**config.mk**
```make
export PLATFORM = sky130hd
export DESIGN_NAME = interval_timer_arbiter
export DESIGN_NICKNAME = d
export VERILOG_FILES = /design/src/rtl/interval_arb_pkg.sv /design/src/rtl/interval_counter.sv /design/src/rtl/interval_timer_arbiter.sv
export SDC_FILE = /design/constraint.sdc
export NUM_CORES = 1
export LEC_CHECK = 0
export ABC_CLOCK_PERIOD_IN_PS = 1900
export BUFFER_PORTS_ARGS = -buffer_cell sky130_fd_sc_hd__buf_2
export CORE_MARGIN = 2
export CORE_UTILIZATION = 49
export CTS_CLUSTER_DIAMETER = 120
export DETAILED_ROUTE_END_ITERATION = 6
export GPL_TIMING_DRIVEN = 1
export PLACE_DENSITY = 0.78
export SLEW_MARGIN = 20
export SYNTH_ARGS = -nofsm -noshare
export SYNTH_HDL_FRONTEND = slang
export SYNTH_SLANG_ARGS = --single-unit
```
**constraint.sdc**
```tcl
create_clock -name clk -period 1.9 [get_ports clk]
set_input_delay 0.095 -clock clk [delete_from_list [all_inputs] [get_ports clk]]
set_output_delay 0.095 -clock clk [all_outputs]
set_load 0.02 [all_outputs]
```
**src/rtl/interval_arb_pkg.sv**
```systemverilog
// Shared types for the interval timer arbiter: default widths and FSM state encoding.
// Code 2'd3 is intentionally left unnamed; the FSM treats it as a recovery path to IDLE.
package interval_arb_pkg;

    localparam int NUM_REQ_DEF = 4;
    localparam int CNT_W_DEF   = 5;

    typedef enum logic [1:0] {
        IDLE = 2'd0,
        RUN  = 2'd1,
        DONE = 2'd2
    } state_t;

endpackage

```
**src/rtl/interval_counter.sv**
```systemverilog
// Up counter for timed intervals: count register updates on the edge after clr/en; no backpressure.
// clr (load zero) wins over en; the counter has no terminal logic of its own.
module interval_counter
    import interval_arb_pkg::*;
#(
    parameter int CNT_W = CNT_W_DEF
) (
    input  logic             clk,
    input  logic             rst,
    input  logic             clr,
    input  logic             en,
    output logic [CNT_W-1:0] count
);

    always_ff @(posedge clk or posedge rst) begin
        if (rst) begin
            count <= '0;
        end else if (clr) begin
            count <= '0;
        end else if (en) begin
            count <= count + CNT_W'(1);
        end
    end

endmodule

```
**src/rtl/interval_timer_arbiter.sv**
```systemverilog
// Round-robin owner of one interval counter; grant 1 cycle after req in IDLE, interval runs req_len+1 cycles then a done pulse.
// Requests are sampled only at arbitration; define INTERVAL_PAUSE_EN to add a pause input that stalls RUN.
module interval_timer_arbiter
    import interval_arb_pkg::*;
#(
    parameter int NUM_REQ = NUM_REQ_DEF,
    parameter int CNT_W   = CNT_W_DEF
) (
    input  logic                       clk,
    input  logic                       rst,
    input  logic [NUM_REQ-1:0]         req,
    input  logic [NUM_REQ*CNT_W-1:0]   req_len,
    output logic [NUM_REQ-1:0]         grant,
    output logic                       busy,
    output logic [CNT_W-1:0]           count,
    output logic                       done,
    output logic [$clog2(NUM_REQ)-1:0] done_id
`ifdef INTERVAL_PAUSE_EN
    ,
    input  logic                       pause
`endif
);

    localparam int IDW = $clog2(NUM_REQ);

    state_t           state_q, state_d;
    logic [IDW-1:0]   rr_ptr, owner_q, sel, cand;
    logic             found;
    logic [CNT_W-1:0] len_q;
    logic [CNT_W-1:0] len_arr [NUM_REQ];
    logic             run_en, cnt_clr, cnt_en, arb_win, iv_end, grant_clr;

`ifdef INTERVAL_PAUSE_EN
    assign run_en = ~pause;
`else
    assign run_en = 1'b1;
`endif

    for (genvar g = 0; g < NUM_REQ; g++) begin : g_len
        assign len_arr[g] = req_len[g*CNT_W +: CNT_W];
    end

    // Scan starts one past the last owner so a held request cannot starve the others.
    always_comb begin
        sel   = '0;
        cand  = '0;
        found = 1'b0;
        for (int i = 1; i <= NUM_REQ; i++) begin
            cand = IDW'((int'(rr_ptr) + i) % NUM_REQ);
            if (!found && req[cand]) begin
                found = 1'b1;
                sel   = cand;
            end
        end
    end

    always_ff @(posedge clk or posedge rst) begin
        if (rst) begin
            state_q <= IDLE;
        end else begin
            state_q <= state_d;
        end
    end

    always_comb begin
        state_d   = state_q;
        cnt_clr   = 1'b0;
        cnt_en    = 1'b0;
        arb_win   = 1'b0;
        iv_end    = 1'b0;
        grant_clr = 1'b0;
        case (state_q)
            IDLE: begin
                if (|req) begin
                    arb_win = 1'b1;
                    cnt_clr = 1'b1;
                    state_d = RUN;
                end
            end
            RUN: begin
                // Count stops at len_q, so a terminal count of all-ones never wraps.
                if (run_en) begin
                    if (count == len_q) begin
                        state_d = DONE;
                    end else begin
                        cnt_en = 1'b1;
                    end
                end
            end
            DONE: begin
                iv_end    = 1'b1;
                grant_clr = 1'b1;
                cnt_clr   = 1'b1;
                state_d   = IDLE;
            end
            default: begin
                grant_clr = 1'b1;
                cnt_clr   = 1'b1;
                state_d   = IDLE;
            end
        endcase
    end

    always_ff @(posedge clk or posedge rst) begin
        if (rst) begin
            grant   <= '0;
            owner_q <= '0;
            len_q   <= '0;
            rr_ptr  <= IDW'(NUM_REQ - 1);
        end else begin
            if (arb_win) begin
                grant   <= NUM_REQ'(1) << sel;
                owner_q <= sel;
                len_q   <= len_arr[sel];
            end else if (grant_clr) begin
                grant <= '0;
            end
            if (iv_end) begin
                rr_ptr <= owner_q;
            end
        end
    end

    interval_counter #(.CNT_W(CNT_W)) u_cnt (
        .clk   (clk),
        .rst   (rst),
        .clr   (cnt_clr),
        .en    (cnt_en),
        .count (count)
    );

    assign busy    = (state_q == RUN) || (state_q == DONE);
    assign done    = (state_q == DONE);
    assign done_id = owner_q;

endmodule
```
# Word level (Yosys, flattened, before mapping)
# Index checks and enable logic that the tools add are counted.
# totals
output_inout_bits	13
wordCells	67
ff_bits	20
# classes
bitwise_logic	1
n_eq_ne	6
shift	1
n_mux	31
n_lt_le_gt_ge	5
reduce_logical	12
add_sub_neg	5
# op_table
op	count
two-way mux 5 bit	4
less-than comparator 2 x 3 -> 1 bit (second input constant)	4
two-way mux 1 bit	12
two-way mux 2 bit	6
binary-select mux 5 bit (select 2 bit)	1
binary-select mux 1 bit (select 2 bit)	4
two-way mux 4 bit	2
adder 5 x 1 -> 5 bit (second input constant)	1
equality test 5 bit	1
adder 2 x 1 -> 2 bit (second input constant)	2
adder 2 bit (second input constant)	2
inequality test 2 bit (second input constant)	2
case mux 2 bit (2 select lines)	1
OR reduction 4 bit	1
<< shifter 1 x 2 -> 4 bit (first input constant)	1
greater-or-equal comparator 3 bit (second input constant)	1
logical AND 1 bit	3
zero test 1 bit	3
inverter 2 -> 3 bit	1
equality test 2 x 1 -> 1 bit (second input constant)	1
equality test 2 bit (second input constant)	1
zero test 2 bit	1
inequality test 2 x 1 -> 1 bit (second input constant)	1
case mux 1 bit (2 select lines)	1
4 further kinds	4

# Depth between registers and ports, before layout
# Gate-level depths: netlist of the first run.
# logic_depth
word_depth	17
depth_mapped	7

# Cells and area by module
# A second synthesis of the first run with hierarchy kept.
# hier_totals
hier_cells	112
hier_area_um2	1216.2
# modules_own_cells
mod	seq_area_each_um2	area_per_inst_um2	n_inst	cells_per_inst
interval_timer_arbiter	377.9	945.9	1	89
interval_counter	125.1	270.3	1	23

# Least setup slack after synthesis of the first run
# Ideal clock, no wire load.
# synth_path
kind	register to register
startpoint	reg u_cnt.count[3]
endpoint	reg state_q[0]
synth_period_minus_slack_ps	1770
n_path_buf	0
setup_ps	119
path_stages_with_launch	6
slack_ps	130
arrival_ps	1651
cell_sequence	dfrtp_1 nor2b_1 a2111o_1 o31ai_4 a21oi_1 a21o_2
# synth_via
elab_chain_len	3
# synth_lines
item	line	source
start: declaration	interval_counter.sv:12	output logic [CNT_W-1:0] count
start signal: assignment	interval_counter.sv:21	count <= count + CNT_W'(1);
equality test 5 bit	interval_timer_arbiter.sv:83	if (count == len_q) begin
inequality test 2 bit (no line)	-	
AND reduction 2 bit (no line)	-	
end signal: assignment	interval_timer_arbiter.sv:61	state_q <= state_d;
end: declaration	interval_timer_arbiter.sv:26	state_t state_q, state_d;
# No other way between the ends.
# A chain may end at the register's enable or synchronous reset.

# Worst setup path after layout of the first run
# layout_path
startpoint	reg u_cnt.count[1]
endpoint	reg state_q[0]
# The elaborated chain is that of the path after synthesis.

==> qor.yml, run 1 <==
status:
  status: "finished clean"
worst_setup_path:
  crit_family: "compound AO/OA/AOI/OAI gates"
  critPathMaxFanout: 9
  slowest_delay_ns: 0.46
  critPathKind: "flop to flop"
  cp_num_buf_inv: 0
  arrival_ns: 2.00
  crit_slowest_cell: "dfrtp_1"
  endpoint_kind: "flop"
  path_cells: "and2b_2, a2111o_1, o31ai_4, a21oi_1, a21o_2"
  critical_path_required_ns: 2.11
  crit_path_start_kind: "flop"
timing:
  final_hold_viol_count: 0
  setup_viol: 0
  timing.final.crit_period_ns: 1.79
  finalCritPeriodShare: 0.942
  final_max_slew_viol_count: 0
  tightest_slew_ns: 0.781
  hold_ws_ns: 0.119
  fin_skew_ns: 0.00863
  max_freq_mhz: 559
  setup_slack_ns: 0.110
  max-slew-margin-rel: 0.479
pwr:
  p_per_area_mw_per_mm2: 1370
  leakage_uw: 0.000735
  combPwrFrac: 0.523
  p_int_uw: 1160
  max-vdd-ir-drop_mv: 0.789
  pwr-share-seq: 0.354
  p_sw_frac: 0.433
  p_sw_uw: 886
  clock_power_share: 0.123
place:
  placed_cell_area_mm2: 0.00143
  gp_congestion: 0.760
  dp.final_hpwl_mm: 2.16
  pre_cts_ws_ns: 0.119
  dp.cells: 188
  portBuffers: 38
clock_network:
  cts_sinks: 20
  cts_setup_buffers: 0
  cts_tree: "done"
  cts_inserted_buffers: 3
  clkSlewWorstSetupHoldPaths_ns: 0.12
  htreeDepth: 1
  clk_latency_ns: 0.30
  clockBufferDepth: 2
  cts_root_buf: "clkbuf_4"
route:
  routed_wl_mm: 2.69
  postRouteAntennaNets: 0
  drt_iter0_markers: 3
  routed_via_density: 5.44
  drc_errors: 0
  dr.pass1.iters: 4
  routedWlPerCell_um: 13.9
  vias: 1050
finish:
  final_area_mm2: 0.00150
  stdcell_count: 193
  drive_gt1_frac: 0.376
  nFillCells: 196
  diodes: 0
  multiInputGateArea_um2: 667
  regArea_um2: 503
  fin_util: 0.664
  areaGrowthSynthToFinish_pct: 25.9
  final_nets: 196
logic_synthesis:
  synth_area_leaders: "dfrtp_1 (38%), a211oi_1 (6.3%), mux2i_1 (5.0%), dfstp_2 (4.4%), ha_1 (4.2%)"
  synth_most_common_cell: "dfrtp_1"
  ys_seq_area_frac: 0.423
  synth_common_cells: "dfrtp_1 (18), nor2_1 (11), a211oi_1 (10), nor2b_1 (8), o21ai_0 (8)"
  synth.distinct_cells: 35
  yosysWarnings: 0
  syn_nets: 151
  synth_edf_count: 0
  synthesis.area_mm2: 0.00119
  avgSynthCellArea_um2: 9.83
  postSynth.asyncResetShare: 1.00
  synth_flop_cell: "dfrtp_1"
  synth_top_cell_area_share: 0.379
  ys_ff_latch: 20
  synth_cells: 121
  synth_area_leader_cell: "dfrtp_1"
floorplan:
  dieWidth_um: 53.3
  num_rows: 17
  start_util: 0.528
  io_pins: 39
  coreArea_mm2: 0.00225
  die_h_um: 53.3
  die_area_mm2: 0.00284
grt:
  overflow: 0
  antenna_found_initial: 0
  grt_pass1_wl_mm: 4.46
  grt_pass1_vias: 1012
  grtUsageTotal: 0.219
  grt_max_degree: 21
hold_path:
  hp-class: "input pin to flop"
flow_run:
  max_cap_violations: 0
[per-stage QoR]
step           total power, uW    TNS, ns
2_1_floorplan             1480          0
3_5_place_dp              1780          0
4_1_cts                   2030          0
5_1_grt                   2210  -0.000327
3_3_place_gp              1730          0
6_report                  2050          0
[power by group through the flow]
stage	logic, uW	registers [uW]	clock network (uW)
finish	1070	724	251
global route	1190	746	271
CTS	1050	719	256
detailed placement	1060	726	0
global placement	1010	716	0
floorplan	699	785	0
[path summary, 6_finish.rpt]
path	from	to	slack (ns)	cells past startpoint
max	u_cnt.count[1]	state_q[0]	0.11	5
min	req_len[8]	len_q[3]	0.12	3
min reg2reg	grant[3]	grant[3]	0.50	2
min in group asynchronous	rst	u_cnt.count[0]	0.46	3
max reg2reg	u_cnt.count[1]	state_q[0]	0.11	5
max in group asynchronous	rst	grant[0]	0.94	3
[layout by cell type, fill, tap and decap left out, drive strengths merged, types with 3 or more instances in the layout]
cell type,Yosys,routed
inv,7,7
nor2,11,11
a211oi,10,10
nand2,5,5
xor2,3,3
buf,1,42
mux2i,6,6
nand3,3,3
and4,5,5
dfrtp,18,18
a21oi,6,6
ha,4,4
clkbuf,2,4
o21ai,10,10
nor2b,8,8
[cell families (layout without fill, tap and decap cells)]
group,count (synthesis),in the layout,synth area share
and+or+nand+nor,42,42,0.204
AOI/OAI and AO/OA,35,35,0.215
adders and majority gates,4,4,0.0421
xor gates and xnor gates,3,3,0.0221
muxes,7,7,0.0599
buffers and inverters,10,54,0.0347
DFF,20,20,0.423
[repair_timing]
action / 4_1_cts / 5_1_grt
resized for setup: 0 / 5
setup endpoints to repair: 0 / 5
endpoints found under the hold margin: 18 / 0
hold buffers: 1 / 0
[layer usage]
metal  part of all wire  GRT usage  routed length, um  vias to the layer above
met5                  0          0                  0                        -
met4              0.011     0.0940                 29                        0
met3              0.040     0.0339                108                        2
met2               0.50      0.370               1340                       30
met1               0.45      0.272               1210                      486
li1                   -          -                  -                      532
[cell type report]
cell class	count	share of cell area
clock buffer	4	0.0242
inverter	7	0.0175
multi-input combinational	91	0.445
sequential	20	0.336
tap	28	0.0234
timing repair buffer	43	0.154
[sequential cells by signal, summed over array words and instances, names as in the netlist]
signal and cells:
len_q 5, done_id 2, rr_ptr 2, u_cnt.count 5, grant 4, state_q 2
[worst register-to-register path, stage by stage (launching register included)]
cell and delay [ns]:
dfrtp_1 0.46, and2b_2 0.22, a2111o_1 0.33, o31ai_4 0.36, a21oi_1 0.13, a21o_2 0.19
(Power assumes the default switching activity.)
==> run 2, diff against run 1 <==
- RECOVER_POWER: not set -> 25
==> qor.yml, run 2 (synthesized netlist as in run 1, its figures left out) <==
status:
  status: "finished clean"
route:
  drc_errors: 0
  drt_iter0_markers: 7
  postRouteAntennaNets: 0
  dr.pass1.iters: 4
  vias: 1056
  routedWlPerCell_um: 13.9
  routed_via_density: 5.47
  routed_wl_mm: 2.69
clock_network:
  cts_sinks: 20
  cts_root_buf: "clkbuf_4"
  htreeDepth: 1
  clockBufferDepth: 2
  cts_tree: "done"
  clk_latency_ns: 0.30
  cts_setup_buffers: 0
  clkSlewWorstSetupHoldPaths_ns: 0.12
  cts_inserted_buffers: 3
timing:
  final_max_slew_viol_count: 0
  tightest_slew_ns: 0.780
  fin_skew_ns: 0.00715
  final_hold_viol_count: 0
  setup_viol: 0
  setup_slack_ns: 0.114
  finalCritPeriodShare: 0.940
  max_freq_mhz: 560
  timing.final.crit_period_ns: 1.79
  tns_ns: 0
  max-slew-margin-rel: 0.480
place:
  gp_congestion: 0.760
  placed_cell_area_mm2: 0.00143
  dp.final_hpwl_mm: 2.16
  portBuffers: 38
  pre_cts_ws_ns: 0.119
flow_run:
  max_cap_violations: 0
grt:
  antenna_found_initial: 0
  overflow: 0
  grt_pass1_wl_mm: 4.46
  grt_pass1_vias: 1012
  grtUsageTotal: 0.219
  grt_max_degree: 21
floorplan:
  coreArea_mm2: 0.00225
  num_rows: 17
  dieWidth_um: 53.3
  start_util: 0.528
  die_h_um: 53.3
  io_pins: 39
  die_area_mm2: 0.00284
pwr:
  p_per_area_mw_per_mm2: 1360
  max-vdd-ir-drop_mv: 0.768
  leakage_uw: 0.000704
finish:
  final_nets: 196
  final_area_mm2: 0.00149
  drive_gt1_frac: 0.327
  final_common_cell: "buf_2"
  diodes: 0
  areaGrowthSynthToFinish_pct: 25.0
  top_regs: "len_q x5, u_cnt.count x5, grant x4"
  fin_util: 0.660
  final_cell_mix: "buf_2 (30), dfrtp_1 (18), nor2_1 (11)"
hold_path:
  hp-class: "input pin to flop"
worst_setup_path:
  critPathMaxFanout: 9
  crit_path_start_kind: "flop"
  critical_path_required_ns: 2.10
  arrival_ns: 1.99
  critPathKind: "flop to flop"
  endpoint_kind: "flop"
run 2: cell types whose count changed in the layout (fill, tap and decap cells not counted), sizes merged:
cell | previous run | this run
clkbuf | 4 | 12
buf | 42 | 34
run 2: per-layer routing:
| metal | up-vias | global-route usage | part of all wire | routed length [um] |
|---|---|---|---|---|
| li1 | 532 | - | - | - |
| met1 | 492 | 0.272 | 0.45 | 1220 |
| met2 | 30 | 0.370 | 0.50 | 1340 |
| met3 | 2 | 0.0339 | 0.039 | 104 |
| met4 | 0 | 0.0940 | 0.010 | 27 |
| met5 | - | 0 | 0 | 0 |
run 2: critical path, cell delays in order (launching register included):
cell	delay, ns
dfrtp_1	0.46
and2b_2	0.22
a2111o_1	0.33
o31ai_4	0.36
a21oi_1	0.12
a21o_2	0.19
run 2: what timing repair did:
item                                    CTS  global route
resized for setup                         0             5
hold buffers                              1             0
endpoints found under the hold margin    18             0
endpoints found under the setup margin    0             5
run 2: path summary, 6_finish.rpt:
check                                     from        endpoint  slack, ns  cells past startpoint
worst max-delay path            u_cnt.count[1]      state_q[0]       0.11                      5
worst min-delay path                req_len[8]        len_q[3]       0.12                      3
worst max register to register  u_cnt.count[1]      state_q[0]       0.11                      5
worst min register to register        grant[3]        grant[3]       0.50                      2
max in group asynchronous                  rst  u_cnt.count[4]       0.94                      3
min in group asynchronous                  rst  u_cnt.count[0]       0.46                      3
run 2: layout make-up:
cell class,instances,area (um2)
Inverter,7,26.3
Timing Repair Buffer,43,220
Fill cell,200,767
Sequential cell,20,503
Multi-Input combinational cell,91,667
Tap cell,28,35.0
Clock buffer,4,36.3
run 2: metrics by stage:
stage	hold slack [ns]	cells	total power, uW
2_1_floorplan	0.0573	121	1480
3_3_place_gp	0.252	188	1730
3_5_place_dp	0.271	188	1780
4_1_cts	0.115	193	2030
5_1_grt	0.120	193	2200
6_report	0.123	193	2030
run 2: power by group:
group / total (uW) / leakage, uW / internal [uW] / switching [uW]
Combinational: 1060 / 0.000435 / 422 / 634
Sequential: 724 / 0.000248 / 604 / 119
Clock: 248 / 0.0000210 / 117 / 131
Total: 2030 / 0.000704 / 1140 / 885
